$ cat src/rtl/slc3_pkg.sv
// Shared SLC-3 control definitions: FSM states, opcodes, mux/ALU encodings
// and the packed control word that the control unit drives onto the datapath.
package slc3_pkg;

  typedef enum logic [4:0] {
    HALTED, S18, S33, S35, S32,
    S01, S05, S09, S22, S12,
    S04, S20, S21,
    S06, S25, S27,
    S07, S23, S16,
    PAUSE_1, PAUSE_2
  } state_t;

  localparam logic [3:0] OP_BR    = 4'b0000;
  localparam logic [3:0] OP_ADD   = 4'b0001;
  localparam logic [3:0] OP_JSR   = 4'b0100;
  localparam logic [3:0] OP_AND   = 4'b0101;
  localparam logic [3:0] OP_LDR   = 4'b0110;
  localparam logic [3:0] OP_STR   = 4'b0111;
  localparam logic [3:0] OP_NOT   = 4'b1001;
  localparam logic [3:0] OP_JMP   = 4'b1100;
  localparam logic [3:0] OP_PAUSE = 4'b1101;

  localparam logic [1:0] ALUK_ADD    = 2'b00;
  localparam logic [1:0] ALUK_AND    = 2'b01;
  localparam logic [1:0] ALUK_NOT    = 2'b10;
  localparam logic [1:0] ALUK_PASS_A = 2'b11;

  localparam logic [1:0] PCMUX_PC1   = 2'b00;
  localparam logic [1:0] PCMUX_ADDER = 2'b01;
  localparam logic [1:0] PCMUX_BUS   = 2'b10;

  localparam logic [1:0] ADDR2MUX_ZERO  = 2'b00;
  localparam logic [1:0] ADDR2MUX_OFF6  = 2'b01;
  localparam logic [1:0] ADDR2MUX_OFF9  = 2'b10;
  localparam logic [1:0] ADDR2MUX_OFF11 = 2'b11;

  typedef struct packed {
    logic       ld_mar;
    logic       ld_mdr;
    logic       ld_ir;
    logic       ld_ben;
    logic       ld_cc;
    logic       ld_reg;
    logic       ld_pc;
    logic       ld_led;
    logic       gate_pc;
    logic       gate_mdr;
    logic       gate_alu;
    logic       gate_marmux;
    logic       sr2mux;
    logic       addr1mux;
    logic       drmux;
    logic       sr1mux;
    logic       marmux;
    logic       mio_en;
    logic [1:0] pcmux;
    logic [1:0] addr2mux;
    logic [1:0] aluk;
    logic       mem_oe;
    logic       mem_we;
  } ctrl_t;

  // Idle control word: nothing loads, nothing drives the bus, SRAM strobes high.
  function automatic ctrl_t ctrl_default();
    ctrl_t c;
    c = '0;
    c.mem_oe = 1'b1;
    c.mem_we = 1'b1;
    return c;
  endfunction

  function automatic logic is_wait_state(state_t s);
    return (s == S33) || (s == S25) || (s == S16);
  endfunction

endpackage

$ cat src/rtl/slc3_control_unit_if.sv
// Control-unit <-> datapath signal bundle, including the Run/Continue buttons.
interface slc3_control_unit_if;
  logic       Run;
  logic       Continue;
  logic [3:0] Opcode;
  logic       IR_5;
  logic       IR_11;
  logic       BEN;

  logic       LD_MAR, LD_MDR, LD_IR, LD_BEN, LD_CC, LD_REG, LD_PC, LD_LED;
  logic       GatePC, GateMDR, GateALU, GateMARMUX;
  logic       SR2MUX, ADDR1MUX, DRMUX, SR1MUX, MARMUX, MIO_EN;
  logic [1:0] PCMUX, ADDR2MUX, ALUK;
  logic       Mem_OE, Mem_WE;

  modport master (
    input  Run, Continue, Opcode, IR_5, IR_11, BEN,
    output LD_MAR, LD_MDR, LD_IR, LD_BEN, LD_CC, LD_REG, LD_PC, LD_LED,
    output GatePC, GateMDR, GateALU, GateMARMUX,
    output SR2MUX, ADDR1MUX, DRMUX, SR1MUX, MARMUX, MIO_EN,
    output PCMUX, ADDR2MUX, ALUK, Mem_OE, Mem_WE
  );

  modport slave (
    output Run, Continue, Opcode, IR_5, IR_11, BEN,
    input  LD_MAR, LD_MDR, LD_IR, LD_BEN, LD_CC, LD_REG, LD_PC, LD_LED,
    input  GatePC, GateMDR, GateALU, GateMARMUX,
    input  SR2MUX, ADDR1MUX, DRMUX, SR1MUX, MARMUX, MIO_EN,
    input  PCMUX, ADDR2MUX, ALUK, Mem_OE, Mem_WE
  );
endinterface

$ cat src/rtl/slc3_control_unit_mem_wait_timer.sv
// Memory phase timer: start clears the count, done is high on the last of
// MEM_WAIT cycles after start. The count saturates rather than wrapping.
module mem_wait_timer #(
  parameter int unsigned MEM_WAIT = 3
) (
  input  logic clk,
  input  logic rst_n,
  input  logic start,
  output logic done
);
  localparam int unsigned W = $clog2(MEM_WAIT + 1);
  localparam logic [W-1:0] LAST = W'(MEM_WAIT - 1);
  localparam logic [W-1:0] MAX  = W'(MEM_WAIT);

  logic [W-1:0] count;

  // Count cycles spent in the current wait state.
  always_ff @(posedge clk or negedge rst_n) begin
    if (!rst_n)             count <= '0;
    else if (start)         count <= '0;
    else if (count != MAX)  count <= count + W'(1);
  end

  assign done = (count == LAST);
endmodule

$ cat src/rtl/slc3_control_unit.sv
// SLC-3 control unit: Moore FSM sequencing fetch/decode/execute and pacing
// synchronous-SRAM accesses through mem_wait_timer.
module slc3_control_unit
  import slc3_pkg::*;
#(
  parameter int unsigned MEM_WAIT = 3
) (
  input  logic                 Clk,
  input  logic                 Reset,
  slc3_control_unit_if.master  ctl
);
  state_t state, next;
  logic   done, start, pause_first;
  ctrl_t  c;

  // A wait state is entered only from a non-wait state, so this fires once per access.
  assign start = is_wait_state(next) && (next != state);

  mem_wait_timer #(.MEM_WAIT(MEM_WAIT)) u_timer (
    .clk   (Clk),
    .rst_n (Reset),
    .start (start),
    .done  (done)
  );

  // State register plus the flag marking the first cycle of PAUSE_1.
  always_ff @(posedge Clk or negedge Reset) begin
    if (!Reset) begin
      state       <= HALTED;
      pause_first <= 1'b0;
    end else begin
      state       <= next;
      pause_first <= (next == PAUSE_1) && (state != PAUSE_1);
    end
  end

  // Next-state decode.
  always_comb begin
    next = state;
    case (state)
      HALTED:  if (ctl.Run) next = S18;
      S18:     next = S33;
      S33:     if (done) next = S35;
      S35:     next = S32;
      S32: begin
        case (ctl.Opcode)
          OP_ADD:   next = S01;
          OP_AND:   next = S05;
          OP_NOT:   next = S09;
          OP_BR:    next = ctl.BEN ? S22 : S18;
          OP_JMP:   next = S12;
          OP_JSR:   next = S04;
          OP_LDR:   next = S06;
          OP_STR:   next = S07;
          OP_PAUSE: next = PAUSE_1;
          default:  next = S18;
        endcase
      end
      S01, S05, S09, S22, S12, S20, S21, S27: next = S18;
      S04:     next = ctl.IR_11 ? S21 : S20;
      S06:     next = S25;
      S25:     if (done) next = S27;
      S07:     next = S23;
      S23:     next = S16;
      S16:     if (done) next = S18;
      PAUSE_1: if (ctl.Continue) next = PAUSE_2;
      PAUSE_2: if (!ctl.Continue) next = S18;
      default: next = HALTED;
    endcase
  end

  // Moore output decode.
  always_comb begin
    c = ctrl_default();
    case (state)
      S18: begin
        c.gate_pc = 1'b1; c.ld_mar = 1'b1; c.pcmux = PCMUX_PC1; c.ld_pc = 1'b1;
      end
      S33, S25: begin
        c.mem_oe = 1'b0; c.mio_en = 1'b1; c.ld_mdr = done;
      end
      S35: begin
        c.gate_mdr = 1'b1; c.ld_ir = 1'b1;
      end
      S32: c.ld_ben = 1'b1;
      S01, S05: begin
        c.sr1mux = 1'b1; c.sr2mux = ~ctl.IR_5;
        c.aluk = (state == S01) ? ALUK_ADD : ALUK_AND;
        c.gate_alu = 1'b1; c.ld_reg = 1'b1; c.ld_cc = 1'b1;
      end
      S09: begin
        c.sr1mux = 1'b1; c.aluk = ALUK_NOT;
        c.gate_alu = 1'b1; c.ld_reg = 1'b1; c.ld_cc = 1'b1;
      end
      S22: begin
        c.addr1mux = 1'b0; c.addr2mux = ADDR2MUX_OFF9; c.pcmux = PCMUX_ADDER; c.ld_pc = 1'b1;
      end
      S12, S20: begin
        c.sr1mux = 1'b1; c.aluk = ALUK_PASS_A; c.gate_alu = 1'b1;
        c.pcmux = PCMUX_BUS; c.ld_pc = 1'b1;
      end
      S04: begin
        c.gate_pc = 1'b1; c.drmux = 1'b1; c.ld_reg = 1'b1;
      end
      S21: begin
        c.addr1mux = 1'b0; c.addr2mux = ADDR2MUX_OFF11; c.pcmux = PCMUX_ADDER; c.ld_pc = 1'b1;
      end
      S06, S07: begin
        c.addr1mux = 1'b1; c.sr1mux = 1'b1; c.addr2mux = ADDR2MUX_OFF6;
        c.gate_marmux = 1'b1; c.ld_mar = 1'b1;
      end
      S27: begin
        c.gate_mdr = 1'b1; c.ld_reg = 1'b1; c.ld_cc = 1'b1;
      end
      S23: begin
        c.sr1mux = 1'b0; c.aluk = ALUK_PASS_A; c.gate_alu = 1'b1;
        c.ld_mdr = 1'b1; c.mio_en = 1'b0;
      end
      S16:     c.mem_we = 1'b0;
      PAUSE_1: c.ld_led = pause_first;
      default: ;
    endcase
  end

  assign ctl.LD_MAR     = c.ld_mar;
  assign ctl.LD_MDR     = c.ld_mdr;
  assign ctl.LD_IR      = c.ld_ir;
  assign ctl.LD_BEN     = c.ld_ben;
  assign ctl.LD_CC      = c.ld_cc;
  assign ctl.LD_REG     = c.ld_reg;
  assign ctl.LD_PC      = c.ld_pc;
  assign ctl.LD_LED     = c.ld_led;
  assign ctl.GatePC     = c.gate_pc;
  assign ctl.GateMDR    = c.gate_mdr;
  assign ctl.GateALU    = c.gate_alu;
  assign ctl.GateMARMUX = c.gate_marmux;
  assign ctl.SR2MUX     = c.sr2mux;
  assign ctl.ADDR1MUX   = c.addr1mux;
  assign ctl.DRMUX      = c.drmux;
  assign ctl.SR1MUX     = c.sr1mux;
  assign ctl.MARMUX     = c.marmux;
  assign ctl.MIO_EN     = c.mio_en;
  assign ctl.PCMUX      = c.pcmux;
  assign ctl.ADDR2MUX   = c.addr2mux;
  assign ctl.ALUK       = c.aluk;
  assign ctl.Mem_OE     = c.mem_oe;
  assign ctl.Mem_WE     = c.mem_we;
endmodule

$ cat src/flat_wrapper.sv
// flat-port wrapper written by rule: the top's interface ports become plain ports
module slc3_control_unit_flat import slc3_pkg::*;
#(
  parameter int unsigned MEM_WAIT = 3
)
  (Clk, Reset, ctl_Run, ctl_Continue, ctl_Opcode, ctl_IR_5, ctl_IR_11, ctl_BEN, ctl_LD_MAR, ctl_LD_MDR, ctl_LD_IR, ctl_LD_BEN, ctl_LD_CC, ctl_LD_REG, ctl_LD_PC, ctl_LD_LED, ctl_GatePC, ctl_GateMDR, ctl_GateALU, ctl_GateMARMUX, ctl_SR2MUX, ctl_ADDR1MUX, ctl_DRMUX, ctl_SR1MUX, ctl_MARMUX, ctl_MIO_EN, ctl_PCMUX, ctl_ADDR2MUX, ctl_ALUK, ctl_Mem_OE, ctl_Mem_WE);
  slc3_control_unit_if ctl_i ();
  input  logic Clk;
  input  logic Reset;
  input wire logic [$bits(ctl_i.Run)-1:0] ctl_Run;
  input wire logic [$bits(ctl_i.Continue)-1:0] ctl_Continue;
  input wire logic [$bits(ctl_i.Opcode)-1:0] ctl_Opcode;
  input wire logic [$bits(ctl_i.IR_5)-1:0] ctl_IR_5;
  input wire logic [$bits(ctl_i.IR_11)-1:0] ctl_IR_11;
  input wire logic [$bits(ctl_i.BEN)-1:0] ctl_BEN;
  output wire logic [$bits(ctl_i.LD_MAR)-1:0] ctl_LD_MAR;
  output wire logic [$bits(ctl_i.LD_MDR)-1:0] ctl_LD_MDR;
  output wire logic [$bits(ctl_i.LD_IR)-1:0] ctl_LD_IR;
  output wire logic [$bits(ctl_i.LD_BEN)-1:0] ctl_LD_BEN;
  output wire logic [$bits(ctl_i.LD_CC)-1:0] ctl_LD_CC;
  output wire logic [$bits(ctl_i.LD_REG)-1:0] ctl_LD_REG;
  output wire logic [$bits(ctl_i.LD_PC)-1:0] ctl_LD_PC;
  output wire logic [$bits(ctl_i.LD_LED)-1:0] ctl_LD_LED;
  output wire logic [$bits(ctl_i.GatePC)-1:0] ctl_GatePC;
  output wire logic [$bits(ctl_i.GateMDR)-1:0] ctl_GateMDR;
  output wire logic [$bits(ctl_i.GateALU)-1:0] ctl_GateALU;
  output wire logic [$bits(ctl_i.GateMARMUX)-1:0] ctl_GateMARMUX;
  output wire logic [$bits(ctl_i.SR2MUX)-1:0] ctl_SR2MUX;
  output wire logic [$bits(ctl_i.ADDR1MUX)-1:0] ctl_ADDR1MUX;
  output wire logic [$bits(ctl_i.DRMUX)-1:0] ctl_DRMUX;
  output wire logic [$bits(ctl_i.SR1MUX)-1:0] ctl_SR1MUX;
  output wire logic [$bits(ctl_i.MARMUX)-1:0] ctl_MARMUX;
  output wire logic [$bits(ctl_i.MIO_EN)-1:0] ctl_MIO_EN;
  output wire logic [$bits(ctl_i.PCMUX)-1:0] ctl_PCMUX;
  output wire logic [$bits(ctl_i.ADDR2MUX)-1:0] ctl_ADDR2MUX;
  output wire logic [$bits(ctl_i.ALUK)-1:0] ctl_ALUK;
  output wire logic [$bits(ctl_i.Mem_OE)-1:0] ctl_Mem_OE;
  output wire logic [$bits(ctl_i.Mem_WE)-1:0] ctl_Mem_WE;
  assign ctl_i.Run = ctl_Run;
  assign ctl_i.Continue = ctl_Continue;
  assign ctl_i.Opcode = ctl_Opcode;
  assign ctl_i.IR_5 = ctl_IR_5;
  assign ctl_i.IR_11 = ctl_IR_11;
  assign ctl_i.BEN = ctl_BEN;
  assign ctl_LD_MAR = ctl_i.LD_MAR;
  assign ctl_LD_MDR = ctl_i.LD_MDR;
  assign ctl_LD_IR = ctl_i.LD_IR;
  assign ctl_LD_BEN = ctl_i.LD_BEN;
  assign ctl_LD_CC = ctl_i.LD_CC;
  assign ctl_LD_REG = ctl_i.LD_REG;
  assign ctl_LD_PC = ctl_i.LD_PC;
  assign ctl_LD_LED = ctl_i.LD_LED;
  assign ctl_GatePC = ctl_i.GatePC;
  assign ctl_GateMDR = ctl_i.GateMDR;
  assign ctl_GateALU = ctl_i.GateALU;
  assign ctl_GateMARMUX = ctl_i.GateMARMUX;
  assign ctl_SR2MUX = ctl_i.SR2MUX;
  assign ctl_ADDR1MUX = ctl_i.ADDR1MUX;
  assign ctl_DRMUX = ctl_i.DRMUX;
  assign ctl_SR1MUX = ctl_i.SR1MUX;
  assign ctl_MARMUX = ctl_i.MARMUX;
  assign ctl_MIO_EN = ctl_i.MIO_EN;
  assign ctl_PCMUX = ctl_i.PCMUX;
  assign ctl_ADDR2MUX = ctl_i.ADDR2MUX;
  assign ctl_ALUK = ctl_i.ALUK;
  assign ctl_Mem_OE = ctl_i.Mem_OE;
  assign ctl_Mem_WE = ctl_i.Mem_WE;
  slc3_control_unit #(.MEM_WAIT(MEM_WAIT)) u_core (.Clk(Clk), .Reset(Reset), .ctl(ctl_i));
endmodule
$ cat config.mk
export PLATFORM = sky130hd
export DESIGN_NAME = slc3_control_unit_flat
export DESIGN_NICKNAME = d
export VERILOG_FILES = /design/src/rtl/slc3_pkg.sv /design/src/rtl/slc3_control_unit_if.sv /design/src/rtl/slc3_control_unit_mem_wait_timer.sv /design/src/rtl/slc3_control_unit.sv /design/src/flat_wrapper.sv
export SDC_FILE = /design/constraint.sdc
export NUM_CORES = 1
export LEC_CHECK = 0
export CAP_MARGIN = 20
export CORE_AREA = 2 2 59 61
export CTS_CLUSTER_DIAMETER = 150
export DETAILED_ROUTE_END_ITERATION = 7
export DIE_AREA = 0 0 61 63
export PLACE_DENSITY_LB_ADDON = 0.12
export SYNTH_ARGS = -nofsm -noshare
export SYNTH_HDL_FRONTEND = slang
export SYNTH_SLANG_ARGS = --single-unit
$ cat constraint.sdc
create_clock -name Clk -period 2.11 [get_ports Clk]
set_input_delay 0.3165 -clock Clk [delete_from_list [all_inputs] [get_ports Clk]]
set_output_delay 0.3165 -clock Clk [all_outputs]
set_load 0.01 [all_outputs]
Yosys cells after proc, flatten, opt, wreduce, memory -nomap -nowiden
Index checks and enable logic that the tools add are counted.
{"block": "totals", "regBits": 8, "out_inout_bits": 26}
{"block": "op_classes", "addsub": 1, "eq_ne": 36, "mux": 34, "n_bitwise": 1, "reduce_logical": 22}
{"op": "$pmux 5 s14", "count": 1}
{"op": "$eq 5x4->1 const B", "count": 9}
{"op": "$pmux 5 s9", "count": 1}
{"op": "$eq 5x5->1 const B", "count": 7}
{"op": "$mux 5", "count": 6}
{"op": "$eq 5x3->1 const B", "count": 4}
{"op": "$mux 1", "count": 18}
{"op": "$eq 4x3->1 const B", "count": 4}
{"op": "$eq 5x2->1 const B", "count": 3}
{"op": "$reduce_or 2->1", "count": 7}
{"op": "$eq 4x4->1 const B", "count": 3}
{"op": "$pmux 2 s3", "count": 2}
{"op": "$reduce_or 5->1", "count": 2}
{"op": "$reduce_or 8->1", "count": 1}
{"op": "$reduce_or 7->1", "count": 1}
{"op": "$reduce_or 3->1", "count": 2}
{"op": "$reduce_or 6->1", "count": 1}
{"op": "$eq 5x1->1 const B", "count": 1}
{"op": "$logic_not 5->1", "count": 1}
{"op": "$ne 5x5->1", "count": 1}
{"op": "$ne 5x5->1 const B", "count": 1}
{"op": "$eq 4x1->1 const B", "count": 1}
{"op": "$logic_not 4->1", "count": 1}
{"op": "$mux 2", "count": 2}
{"op": "12 further kinds", "count": 14}

Depth between registers and ports, before layout
{"block": "depth", "depth_word": 8, "mapped_depth": 8, "depth_no_buf": 7}

Modules after synthesis
Synthesis repeated with hierarchy kept, for this count alone.
{"block": "unflattened", "hier_cells": 148, "area_unflattened_um2": 1042.2}
{"module": "slc3_control_unit", "n_inst": 1, "cells_per_inst": 138, "area_each_um2": 932.1}
{"module": "mem_wait_timer", "n_inst": 1, "cells_per_inst": 10, "area_each_um2": 110.1}

Least setup slack after synthesis
Ideal clock, no wire load.
{"block": "synth_path", "path_type": "flip-flop to output port", "startpoint": "register u_core.state[3]", "endpoint": "output ctl_LD_MDR", "t_arrival_ns": 1.602, "required_ns": 1.794, "setup_slack_ns": 0.191, "path_stages_with_launch": 6, "path_cell_list": "dfrtp_1 > buf_6 > nor2b_1 > nor4_1 > inv_1 > o21ai_1"}
{"block": "synth_via", "elab_chain_len": 3}
{"item": "start, declared", "line": "slc3_control_unit.sv:12", "source": "state_t state, next;"}
{"item": "start signal, assigned", "line": "slc3_control_unit.sv:32", "source": "state <= next;"}
{"item": "$eq 5x2->1 or $eq 5x4->1 (tied branches)", "line": "slc3_control_unit.sv:75", "source": "case (state)"}
{"item": "$reduce_or 2->1", "line": "slc3_control_unit.sv:75"}
{"item": "$pmux 1 s2 (*)", "line": "slc3_control_unit.sv:75"}
{"item": "end, declared", "line": "flat_wrapper.sv:17", "source": "output wire logic [$bits(ctl_i.LD_MDR)-1:0] ctl_LD_MDR;"}
Mark *: on every way between the ends. The rest lies on a longest branch, timed or not.

Worst setup path after layout
{"block": "layout_path", "startpoint": "register u_core.state[0]", "endpoint": "output ctl_LD_REG"}
{"block": "layout_via", "elab_chain_len": 3}
{"item": "$eq 5x4->1 or $eq 5x3->1 (tied branches)", "line": "slc3_control_unit.sv:75"}
{"item": "$reduce_or 5->1 (no source line) (*)"}
{"item": "$mux 1 (*)", "line": "slc3_control_unit.sv:75"}
{"item": "end, declared", "line": "flat_wrapper.sv:21", "source": "output wire logic [$bits(ctl_i.LD_REG)-1:0] ctl_LD_REG;"}
Marked as above.

==> metrics.md <==
| Metric | Value |
|---|---|
| GPL Wtd Cong | between 0.8 and 0.9 |
| Number of synthesized flops with an enable pin | 0 |
| Routed vias | ~1300 |
| Top cells by area, synth | dfrtp_1 (19%), a21oi_1 (6.5%), nand2b_1 (5.8%) |
| DRT iter0 DRCs | 40 |
| Final antenna-violating net count | 0 |
| P&R area growth vs syn | 57.6% |
| Yosys top cell by area | dfrtp_1 |
| Final setup fails | 0 |
| Via density | roughly 5 |
| Largest delay contributor family on the critical path | simple AND/OR/NAND/NOR gates |
| Clock share of power | 0.061 |
| Post-route cell area | 1700 sq um |
| Synthesized area | 1080 sq um |
| Total wire length | roughly 3.4 mm |
| Initial core utilization | 0.333 |
| Largest fanout on the critical path | 26 |
| R2R setup slack | 180 ps |
| YS warnings | 0 |
| Pint | between 1 and 1.5 mW |
| CTS clk-pin slew, worst paths | 60 ps |
| DR pass1 iterations | 4 |
| Psw | ~0.90 mW |
| First-pass GRT wire length | 5.81 mm |
| Crit Path Category | flop to output pin |
| GRT Total Usage | 0.195 |
| Total leakage power | about 0.83 nW |
| Number of CTS-inserted buffers | 3 |
| Worst setup SP type | flop |
| Die Wd | approximately 60 um |
| Largest net degree at the start of global routing | 29 |
| Layout cells sized above 1 | 0.254 |
| Footprint of the multi-input gates | ~770 sq um |
| #FFs+latches synth | 8 |
| Type of the worst min-delay path | input port to asynchronous set/reset pin |
| Mapped Nets | around 170 |
| Worst EP required | ~1800 ps |
| Initial antenna violation count | 0 |
| RSZ-0062 raised after global routing | false |
| Fmax | between 0.4 and 0.5 GHz |
| TritonCTS clock tree | yes |
| Skew-Pair Late Insertion Delay | roughly 260 ps |
| Most common cell after layout, fill and taps aside | buf_4 |
| Outcome | completed |
| Cell chain of the critical path | buf_12, nand2b_1, nand2_1, a21boi_1, or2_2, dlygate4sd2_1 |
| Vias in the first global route | between 1000 and 1500 |
| Dpl cell area | 1610 sq um |
| Crit end category | output pin |
| Clk buf depth | 2 |
| Synthesized area per cell | between 7 and 8 sq um |
| Sum of buffers and inverters on the critical path | 2 |
| Die area | 3840 sq um |
| Ys flop type | dfrtp_1 |
| WP data arrival | 1720 ps |
| Core ar. | approximately 3200 sq um |
| Worst Clk Skew | around 5.7 ps |
| CTS H-tree lvls | 1 |
| Max incr delay on CP | 400 ps |
| Root buffer cell | clkbuf_4 |
| Ys async rst share | 1.00 |
| VDD IR max | approximately 590 uV |
| GRT overflow | 0 |
| Port Buffers | 35 |
| Drt drc | 0 |
| Total clock sinks | 8 |
| Final-stage net count | about 220 |
| Max-cap check violation count | 0 |
| N_diodes | 0 |
| CP max stage cell | dfrtp_1 |
| Crit share post-route | 0.967 |
| Die Y | approximately 63 um |
| Commonest non-fill, non-tap cells in the layout | buf_4 (31), dlygate4sd2_1 (19), a21oi_1 (14) |
| Switch share | 0.462 |
| Combinational power share | 0.795 |
| Cells after Synth | 152 |
| Sequential share of the synthesized area | 0.186 |
| Register Area | 203 sq um |
| Post-synthesis cell type count | 48 |
| DR WL/cell | around 13 um |
| DP Wirelength | around 2.5 mm |
| Sequential share of power | 0.144 |
| I/O Pins | 37 |
| Final Hold Viols | 0 |
| TNS Setup | 0 ps |
| Filler cells | 340 |
| PD cells | between 1000 and 1500 nW/um^2 |
| Tmin final | 2040 ps |
| # rows | 21 |
| Synth top area share | 0.186 |
| Max-slew violations | 0 |
[routing by layer]
layer	global-route usage	wire length, um
met2	0.305	1560
met5	0	0
met1	0.271	1700
met3	0.0248	124
met4	0.0625	49
[timing repair]
| action | 4_1_cts | 5_1_grt |
|---|---|---|
| setup buffers | 3 | 3 |
| hold buffers | 0 | 0 |
| setup endpoints to repair | 24 | 8 |
| pin swaps | 0 | 0 |
| resized for setup | 34 | 8 |
[synthesized netlist by cell type, types with 2 or more instances]
cell      count
a21boi_0      2
a21oi_1      14
a221oi_1      2
a31oi_1       2
and2_1        2
buf_1         2
buf_2         6
buf_4         2
buf_6         5
dfrtp_1       8
ha_1          2
inv_1         9
nand2_1      11
nand2b_1     10
nand3b_1      2
nor2_1       14
nor2b_1       6
nor3_1       10
nor3b_1       2
nor4_1        4
o21ai_0       7
o22ai_1       3
o32ai_1       2
[power groups by stage]
stage	clock [mW]	sequential, mW	combinational, mW
6_report	0.120	0.280	1.55
5_1_grt	0.129	0.289	1.70
4_1_cts	0.120	0.280	1.53
3_5_place_dp	0	0.274	1.54
3_3_place_gp	0	0.270	1.54
2_1_floorplan	0	0.244	0.882
[final cells by class]
| class | instances | share of cell area |
|---|---|---|
| timing repair buffer | 69 | 0.361 |
| inverter | 9 | 0.0199 |
| sequential | 8 | 0.119 |
| tap | 46 | 0.0339 |
| clock buffer | 3 | 0.0133 |
| multi-input combinational | 120 | 0.452 |
[per-stage QoR]
stage / hold slack (ps) / setup slack (ps) / cells / power [mW] / utilization
6_report: 323 / 70.4 / 255 / 1.95 / 0.525
5_1_grt: 355 / 0.992 / 255 / 2.12 / 0.525
4_1_cts: 338 / -117 / 252 / 1.93 / 0.515
3_5_place_dp: 566 / -70.4 / 246 / 1.81 / 0.499
3_3_place_gp: 542 / -74.6 / 246 / 1.81 / 0.499
2_1_floorplan: 20.9 / 191 / 152 / 1.13 / -
[logic make-up (layout without fill, tap and decap cells)]
kind of cell | Yosys count | in the layout | share of synthesized area
buf+inv | 24 | 81 | 0.132
simple gates | 69 | 69 | 0.351
xor+xnor | 2 | 2 | 0.0163
mux | 1 | 1 | 0.0105
fa+ha+maj | 2 | 2 | 0.0232
other cells | 1 | 1 | 0.00348
flops | 8 | 8 | 0.186
compound gates | 45 | 45 | 0.278
[path summary, 6_finish.rpt]
| path | from | endpoint | cells past startpoint |
|---|---|---|---|
| max | u_core.state[0] | ctl_LD_REG | 6 |
| min reg2reg | u_core.u_timer.count[1] | u_core.u_timer.count[1] | 2 |
| min in group Clk | u_core.u_timer.count[1] | u_core.u_timer.count[1] | 2 |
| max reg2reg | u_core.state[4] | u_core.pause_first | 7 |
| min | Reset | u_core.state[0] | 1 |
| max in group asynchronous | Reset | u_core.state[4] | 1 |
[worst reg2reg max path, cell delays in order, from the launching register on]
cell and delay [ps]:
dfrtp_2 420, buf_4 130, buf_4 150, and2b_1 200
o21ai_0 220, o311ai_1 150, or3_4 420, o2111a_1 130
[state kept, by name, summed over array words and instances (netlist names)]
signal                cells
u_core.pause_first        1
u_core.state              5
u_core.u_timer.count      2
No activity file was read; power rests on OpenSTA's default activity.
